==> src/rtl/prng_pkg.sv <==
// Shared types and constants for the PRNG arbiter slice.
package prng_pkg;

    // Arbiter sequencing states.
    typedef enum logic [1:0] {
        IDLE    = 2'd0,
        RST_GEN = 2'd1,
        WAIT    = 2'd2,
        DELIVER = 2'd3
    } arb_state_t;

    // Width of the generator seed and result.
    localparam int PRNG_W = 8;

    // Cycles from request sampling to ack with a healthy generator.
    localparam int GEN_LATENCY = 14;

endpackage

==> src/rtl/prng_rr_picker.sv <==
// Combinational round-robin picker: first set request bit scanning from ptr upward, modulo N_REQ.
module prng_rr_picker #(
    parameter int N_REQ = 4,
    parameter int IDX_W = 2
) (
    input  logic [N_REQ-1:0] req_i,
    input  logic [IDX_W-1:0] ptr_i,
    output logic             found_o,
    output logic [IDX_W-1:0] winner_o
);

    localparam int SUM_W = IDX_W + 1;

    logic [SUM_W-1:0] sum;

    // Scan offsets from highest to lowest so the smallest offset from ptr wins.
    always_comb begin
        found_o  = |req_i;
        winner_o = '0;
        sum      = '0;
        for (int i = N_REQ - 1; i >= 0; i--) begin
            sum = {1'b0, ptr_i} + SUM_W'(i);
            if (sum >= SUM_W'(N_REQ)) begin
                sum = sum - SUM_W'(N_REQ);
            end
            if (req_i[sum[IDX_W-1:0]]) begin
                winner_o = sum[IDX_W-1:0];
            end
        end
    end

endmodule

==> src/rtl/prng_arbiter.sv <==
// Round-robin arbiter that shares one PRNG generator among N_REQ requesters.
//
// Handshake: a requester raises req[i] with its seed/select and keeps it up
// until ack[i]. ack[i] is a single-cycle pulse; rsp_data/rsp_err are valid only
// in that cycle. Seed and select are latched at grant, so later changes on
// req_seed/req_sel (or dropping req) do not affect the transaction in flight.
module prng_arbiter
    import prng_pkg::*;
#(
    parameter int N_REQ   = 4,
    parameter int TIMEOUT = 31,
    parameter int TO_W    = 5
) (
    input  logic                      clock,
    input  logic                      reset,
    input  logic [N_REQ-1:0]          req,
    input  logic [PRNG_W*N_REQ-1:0]   req_seed,
    input  logic [N_REQ-1:0]          req_sel,
    output logic [N_REQ-1:0]          ack,
    output logic [PRNG_W-1:0]         rsp_data,
    output logic                      rsp_err,
    output logic                      busy,
    output logic                      gen_reset,
    output logic                      gen_en,
    output logic                      gen_sel,
    output logic [PRNG_W-1:0]         gen_seed,
    input  logic                      gen_valid,
    input  logic [PRNG_W-1:0]         gen_rand
);

    localparam int IDX_W = $clog2(N_REQ);

    arb_state_t        state_q, state_d;
    logic [IDX_W-1:0]  ptr_q, ptr_d;
    logic [IDX_W-1:0]  win_q, win_d;
    logic [TO_W-1:0]   cnt_q, cnt_d;
    logic [PRNG_W-1:0] seed_q, seed_d;
    logic              sel_q, sel_d;
    logic [N_REQ-1:0]  ack_q, ack_d;
    logic [PRNG_W-1:0] data_q, data_d;
    logic              err_q, err_d;
    logic              busy_q, busy_d;
    logic              en_q, en_d;

    logic              pick_found;
    logic [IDX_W-1:0]  pick_winner;

    prng_rr_picker #(
        .N_REQ (N_REQ),
        .IDX_W (IDX_W)
    ) u_picker (
        .req_i    (req),
        .ptr_i    (ptr_q),
        .found_o  (pick_found),
        .winner_o (pick_winner)
    );

    // Next-state, latch and response logic for the grant/restart/wait/deliver sequence.
    always_comb begin
        state_d = state_q;
        ptr_d   = ptr_q;
        win_d   = win_q;
        cnt_d   = cnt_q;
        seed_d  = seed_q;
        sel_d   = sel_q;
        ack_d   = '0;
        data_d  = data_q;
        err_d   = err_q;

        case (state_q)
            IDLE: begin
                if (pick_found) begin
                    win_d = pick_winner;
                    for (int i = 0; i < N_REQ; i++) begin
                        if (pick_winner == IDX_W'(i)) begin
                            seed_d = req_seed[i*PRNG_W +: PRNG_W];
                            sel_d  = req_sel[i];
                        end
                    end
                    state_d = RST_GEN;
                end
            end
            RST_GEN: begin
                // The generator's done state is sticky, so every grant restarts it.
                cnt_d   = '0;
                state_d = WAIT;
            end
            WAIT: begin
                // A valid result wins over a coincident timeout.
                if (gen_valid) begin
                    data_d  = gen_rand;
                    err_d   = 1'b0;
                    ack_d   = {{(N_REQ-1){1'b0}}, 1'b1} << win_q;
                    state_d = DELIVER;
                end else if (cnt_q == TO_W'(TIMEOUT)) begin
                    data_d  = '0;
                    err_d   = 1'b1;
                    ack_d   = {{(N_REQ-1){1'b0}}, 1'b1} << win_q;
                    state_d = DELIVER;
                end else begin
                    cnt_d = cnt_q + TO_W'(1);
                end
            end
            DELIVER: begin
                if (win_q == IDX_W'(N_REQ - 1)) begin
                    ptr_d = '0;
                end else begin
                    ptr_d = win_q + IDX_W'(1);
                end
                state_d = IDLE;
            end
            default: begin
                state_d = IDLE;
            end
        endcase

        en_d   = (state_d == WAIT);
        busy_d = (state_d != IDLE);
    end

    // State and output registers; reset aborts any transaction without ack or pointer update.
    always_ff @(posedge clock) begin
        if (reset) begin
            state_q <= IDLE;
            ptr_q   <= '0;
            win_q   <= '0;
            cnt_q   <= '0;
            seed_q  <= '0;
            sel_q   <= 1'b0;
            ack_q   <= '0;
            data_q  <= '0;
            err_q   <= 1'b0;
            busy_q  <= 1'b0;
            en_q    <= 1'b0;
        end else begin
            state_q <= state_d;
            ptr_q   <= ptr_d;
            win_q   <= win_d;
            cnt_q   <= cnt_d;
            seed_q  <= seed_d;
            sel_q   <= sel_d;
            ack_q   <= ack_d;
            data_q  <= data_d;
            err_q   <= err_d;
            busy_q  <= busy_d;
            en_q    <= en_d;
        end
    end

    // The generator is held in reset whenever the arbiter is, hence the combinational term.
    assign gen_reset = reset | (state_q == RST_GEN);
    assign gen_en    = en_q;
    assign gen_sel   = sel_q;
    assign gen_seed  = seed_q;
    assign ack       = ack_q;
    assign rsp_data  = data_q;
    assign rsp_err   = err_q;
    assign busy      = busy_q;

endmodule

==> config.mk <==
export PLATFORM = sky130hd
export DESIGN_NAME = prng_arbiter
export DESIGN_NICKNAME = d
export VERILOG_FILES = /design/src/rtl/prng_pkg.sv /design/src/rtl/prng_rr_picker.sv /design/src/rtl/prng_arbiter.sv
export SDC_FILE = /design/constraint.sdc
export NUM_CORES = 1
export LEC_CHECK = 0
export ABC_CLOCK_PERIOD_IN_PS = 5200
export BUFFER_PORTS_ARGS = -buffer_cell sky130_fd_sc_hd__buf_2
export CORE_AREA = 5 5 70 72
export DETAILED_ROUTE_END_ITERATION = 10
export DIE_AREA = 0 0 75 77
export GPL_ROUTABILITY_DRIVEN = 0
export GPL_TIMING_DRIVEN = 0
export HOLD_SLACK_MARGIN = 0.12
export PLACE_DENSITY = 0.7
export SLEW_MARGIN = 25
export SYNTH_ARGS = -nofsm -noshare
export SYNTH_HDL_FRONTEND = slang
export SYNTH_HIERARCHICAL = 1
export SYNTH_SLANG_ARGS = --single-unit
==> constraint.sdc <==
create_clock -name clock -period 5.2 [get_ports clock]
set_clock_uncertainty 0.15 [all_clocks]
set_input_delay 0 -clock clock [delete_from_list [all_inputs] [get_ports clock]]
set_output_delay 0 -clock clock [all_outputs]
set_load 0.02 [all_outputs]
# == After elaboration in Yosys (flattened, before gate mapping) ==
# Index checks and enable logic that the tools add are counted.
# Widths: inputs -> output; s select.
# word_totals
regBits,35
in_bits,51
output_inout_bits,25
word_cells,92
# op_classes
add_sub_neg,9
n_lt_le_gt_ge,8
n_eq_ne,11
shifts,1
n_mux,38
n_bitwise,2
n_reduce_logical,12
# op_table
op,n
$mux 8,6
$mux 2,12
$eq 2x2->1 const B,6
$lt 2x3->1 const B,4
$mux 1,10
$mux 5,2
$pmux 5 s2,1
$ge 3x3->1 const B,3
$bmux 1 s2,4
$mux 4,2
$pmux 2 s4,1
$sub 2x1->2 const B,4
$add 2x2->3 const B,2
$reduce_and 3->1,2
$reduce_bool 2->1,3
$add 5x1->5 const B,1
$eq 5x5->1 const B,1
$eq 2x1->1 const B,2
$logic_not 2->1,2
$ne 2x2->1 const B,2
$reduce_and 2->1,2
$reduce_bool 4->1,1
$reduce_or 4->1,1
$shl 1x2->4 const A,1
6 further kinds,6

# == Longest topological paths before layout ==
# depth
word_depth,14
ltp_mapped,7
depth_no_buf,6

# == Modules after synthesis ==
# Netlist, hierarchy kept.
# by_module_without_submodules
mod,instances,cells_per_inst,area_each_um2,seq_area_each_um2
prng_arbiter,1,171,1574.0,700.7
prng_rr_picker,1,13,77.6,0.0

# == Least setup slack after synthesis ==
# OpenSTA, ideal clock, no wires.
# synth_path
path_kind,register to register
from,register cnt_q[0]
to,register cnt_q[2]
setup_time_ps,72
t_arrival_ps,1898
required_time_ps,4978
setup_slack_ps,3080
path_stages_with_launch,8
path_buffers,1
period_less_slack_ps,2120
cell_sequence,dfxtp_1 -> ha_1 -> and3_1 -> ha_1 -> or4b_1 -> clkbuf_2 -> or3_1 -> a21oi_1
# synth_between
elab_chain_cells,4
elab_cells_between_ends,7
classes_between,add/sub: 1; eq/ne: 2; mux: 3; reduce/logical: 1
# synth_rtl
item,line_no,rtl
from (decl),prng_arbiter.sv:36,"logic [TO_W-1:0] cnt_q, cnt_d;"
from (signal assigned),prng_arbiter.sv:139,cnt_q <= cnt_d;
$add 5x1->5,prng_arbiter.sv:101,cnt_d = cnt_q + TO_W'(1);
$mux 5,prng_arbiter.sv:95,end else if (cnt_q == TO_W'(TIMEOUT)) begin
$mux 5,prng_arbiter.sv:90,if (gen_valid) begin
$pmux 5 s2,prng_arbiter.sv:70,case (state_q)
# Parallel ways exist; a longest one is shown, timed or not. The select of a mux whose other input is x is not followed.
# A chain may end at the register's enable or synchronous reset.

# == Final worst setup path ==
# layout_path
from,register ptr_q[1]
to,"register seed_q[4], in the netlist gen_seed[4]"
# layout_between
elab_chain_cells,13
elab_cells_between_ends,36
classes_between,add/sub: 7; order compare: 4; eq/ne: 3; mux: 19; reduce/logical: 3
# layout_rtl
item,line_no,rtl
from (decl),prng_arbiter.sv:34,"logic [IDX_W-1:0] ptr_q, ptr_d;"
from (signal assigned),prng_arbiter.sv:137,ptr_q <= ptr_d;
$add 2x2->3,prng_rr_picker.sv:22,"sum = {1'b0, ptr_i} + SUM_W'(i);"
$ge 3x3->1 / $sub 2x1->2 (equally long branches),"prng_rr_picker.sv:23, prng_rr_picker.sv:24",
$mux 2,prng_rr_picker.sv:23,if (sum >= SUM_W'(N_REQ)) begin
$bmux 1 s2,prng_rr_picker.sv:26,if (req_i[sum[IDX_W-1:0]]) begin
$mux 1 (implied by the code),prng_rr_picker.sv:26,
$mux 2 (3 in a row),prng_rr_picker.sv:26,
$mux 2 (*),prng_rr_picker.sv:26,
named net pick_winner[0],prng_arbiter.sv:46,logic [IDX_W-1:0] pick_winner;
$eq 2x1->1,prng_arbiter.sv:75,if (pick_winner == IDX_W'(i)) begin
$mux 8 (3 in a row),prng_arbiter.sv:75,
to (signal assigned),prng_arbiter.sv:128,seed_q <= '0;
to (signal assigned),prng_arbiter.sv:140,seed_q <= seed_d;
to (decl),prng_arbiter.sv:37,"logic [PRNG_W-1:0] seed_q, seed_d;"
# Mark *: on every way through the listed nets, which the timed path passes. The rest lies on a longest branch. The select of a mux whose other input is x is not followed.

==> key figures <==
Synthesis
  – Yosys warnings: 6
  – Synth async-reset ratio: 0%
  – Syn_nets: 241
  – Avg Inst Size Synth: 8.98 µm²
  – Syn Inst Count: 184
  – Sequential-to-total area share from yosys stat: 42.4%
  – FF+latch count, synth: 35
  – Synth area leader: dfxtp_1
  – Synth top area cells: dfxtp_1 (42%), mux4_2 (12%), a21oi_1 (8.5%)
  – Top cell type's share of synthesized area: 42.4%
  – Top cell types by occurrence after synthesis: nand2_1 (36), dfxtp_1 (35), a21oi_1 (28), o21ai_0 (10), mux4_2 (9)
  – Top FF cell, synth: dfxtp_1
  – Post-synth cell types: 29
  – Synthesized area: 0.00165 mm²
  – Post-synth EDFFs: 0
  – Most common cell in the synthesized netlist: nand2_1

Min path
  – Class of the worst hold path: input pin to flop
  – Launch point of the worst hold path: req[0]
  – Worst min-delay path endpoint: win_q[0]
  – Worst hold stages: 5

Global routing
  – First-pass GRT wire length: 7580 µm
  – Largest net degree at the start of global routing: 12
  – Initial antenna violation count: 0
  – Most crowded layer after global routing: met2
  – GRT overflow: 0
  – Met2 usage: 29.5%
  – GRT Total Usage: 16.6%
  – GR Util met1: 17.7%
  – Met3 usage: 6.41%
  – Vias in the first global route: 1767

Worst setup path
  – Cell breakdown of the critical path: nand2b_1, a21oi_1, a211oi_2, buf_1, mux4_2, dlygate4sd3_1, nand2_1, a21oi_1
  – Slowest Stage Delay on Critical Path: 0.58 ns
  – Worst path arrival time: 2.62 ns
  – RR Endpoint: gen_seed[4]
  – Setup CP Type: flop to flop
  – Most common cell type on the critical path: a21oi_1
  – Reg2reg start: ptr_q[1]
  – Critical-path top delay cell: dlygate4sd3_1
  – Reg2reg setup slack: 2.58 ns
  – Worst path bufs/invs: 2
  – WP depth: 8
  – CP Capture Type: flop
  – Cell family with most CP delay: buffers and inverters
  – Crit start category: flop
  – R2R cell count: 8
  – Worst-path maximum fanout: 10
  – Worst EP required: 5.20 ns

Cells and area
  – Post-Layout Inst Area: 0.00254 mm²
  – Share of layout cells above drive strength 1: 33.0%
  – Fin nets: 356
  – Post-route insts no fill: 352
  – Inserted Diodes: 0
  – Area grow syn2layout: 53.8%
  – Final core occ: 60.0%

Placement
  – Post-DP HPWL: 3190 µm
  – # placed instances: 311
  – Placed Instance Area: 0.00209 mm²
  – Input/output buffers: 75

Timing
  – Final Max Tran Viols: 0
  – Slew HR: 61.8%
  – Max Fclk: 382 MHz
  – Worst-margin pin slew: 0.571 ns
  – Final min period: 2.62 ns
  – Period utilization: 50.3%
  – Hold WS: 0.205 ns
  – Unrepaired setup endpoints after global routing: false
  – Setup violators final: 0
  – Fin. Hold Viols: 0
  – Setup TNS: 0 ns

Route
  – Vias per cell: 5.03
  – Routed len/inst: 13.3 µm
  – Routed vias: 1772
  – DR DRC count: 0
  – DRT Pass-1 Iters: 4
  – Total wire length: 4680 µm
  – ANT nets after route: 0
  – DRT iter0 DRCs: 56

Clocking
  – H-tree depth: 2
  – CTS sink count: 35
  – Worst skew pair latency: 0.28 ns
  – CTS tree: yes
  – Post-CTS Setup Bufs: 0
  – Clock Path Buffers: 2
  – Clock buffer count from CTS: 5
  – CTS Root Cell: clkbuf_8
  – Clock transition at path regs: 0.07 ns

Pwr
  – Leakage: 1.13 nW
  – PwrDens: 285 mW/mm²
  – Worst VDD drop: 0.000206 V

Floorplan
  – Rows: 24
  – Initial core utilization: 39.0%
  – Vert. Die Dim: 77 µm
  – Core area: 0.00423 mm²
  – Top-Level Pins: 76
  – Die W: 75 µm
  – DIE AREA: 0.00578 mm²

Status
  – Outcome: finished clean

Run
  – # Max-Cap Violations: 0
layer usage:
metal  routed length [µm]  up-vias
li1                     -      870
met1                 1850      812
met2                 2350       78
met3                  393       12
met4                   87        0
met5                    0        -
state kept, by name, summed over array words and instances (netlist names):
signal	cells
rsp_data	8
busy	1
state_q	2
win_q	2
rsp_err	1
ack	4
cnt_q	5
ptr_q	2
gen_sel	1
gen_en	1
gen_seed	8
worst min-delay path: cells and delay by family:
kind,cells,cell delay (ns)
AOI/OAI and AO/OA,2,0.12
buffers and inverters,2,0.34
and+or+nand+nor,1,0.12
timing repair:
item                                   CTS  global route
gates resized for setup                  0             0
hold buffers                            33             0
endpoints found under the hold margin   28             0
where the power goes:
part / internal (mW) / switching [mW]
clock network: 0.155 / 0.0949
registers: 0.287 / 0.0101
logic: 0.0864 / 0.0906
total: 0.528 / 0.196
cell families (layout without fill, tap and decap cells):
kind of cell               count (synthesis)  after routing  synth area share [%]
DFF                                       35             35                  42.4
adders and majority gates                  6              6                  4.55
AOI/OAI and AO/OA                         42             42                  13.6
muxes                                     12             12                  14.1
and+or+nand+nor                           72             72                  21.2
buffers and inverters                     17            133                  4.17
worst max-delay path by stage:
stage | from | endpoint
floorplan | cnt_q[0] | cnt_q[2]
global placement | cnt_q[0] | cnt_q[2]
detailed placement | cnt_q[0] | cnt_q[2]
CTS | ptr_q[1] | gen_seed[5]
global route | ptr_q[1] | gen_seed[1]
finish | ptr_q[1] | gen_seed[4]
cell type report:
cell class	instances	area (µm²)
Tap cell	52	65.1
Buffer	13	53.8
Clock buffer	6	82.6
Clock inverter	2	35.0
Fill cell	379	1690
Sequential cell	35	701
Timing Repair Buffer	108	706
Multi-Input combinational cell	132	882
Inverter	4	15.0
cells in the final DEF (no fill, tap or decap), drive strengths merged, types with 3 or more instances in the layout:
| cell type | Yosys | final |
|---|---|---|
| mux2i | 3 | 3 |
| buf | 4 | 79 |
| nand2b | 6 | 6 |
| o21ai | 10 | 10 |
| clkbuf | 9 | 15 |
| dfxtp | 35 | 35 |
| nand3 | 5 | 5 |
| nand2 | 36 | 36 |
| nor2 | 7 | 7 |
| a211oi | 3 | 3 |
| ha | 6 | 6 |
| inv | 4 | 4 |
| a21oi | 28 | 28 |
| mux4 | 9 | 9 |
| nor3 | 3 | 3 |
| dlygate4sd3 | 0 | 33 |
| and2 | 4 | 4 |
metrics by stage:
stage,setup WS (ns),power [mW]
after floorplan,3.08,0.399
after global placement,2.99,0.449
after detailed placement,2.95,0.451
after CTS,2.60,0.727
after global routing,2.36,0.759
final,2.58,0.724
No activity file was read; power rests on OpenSTA's default activity.
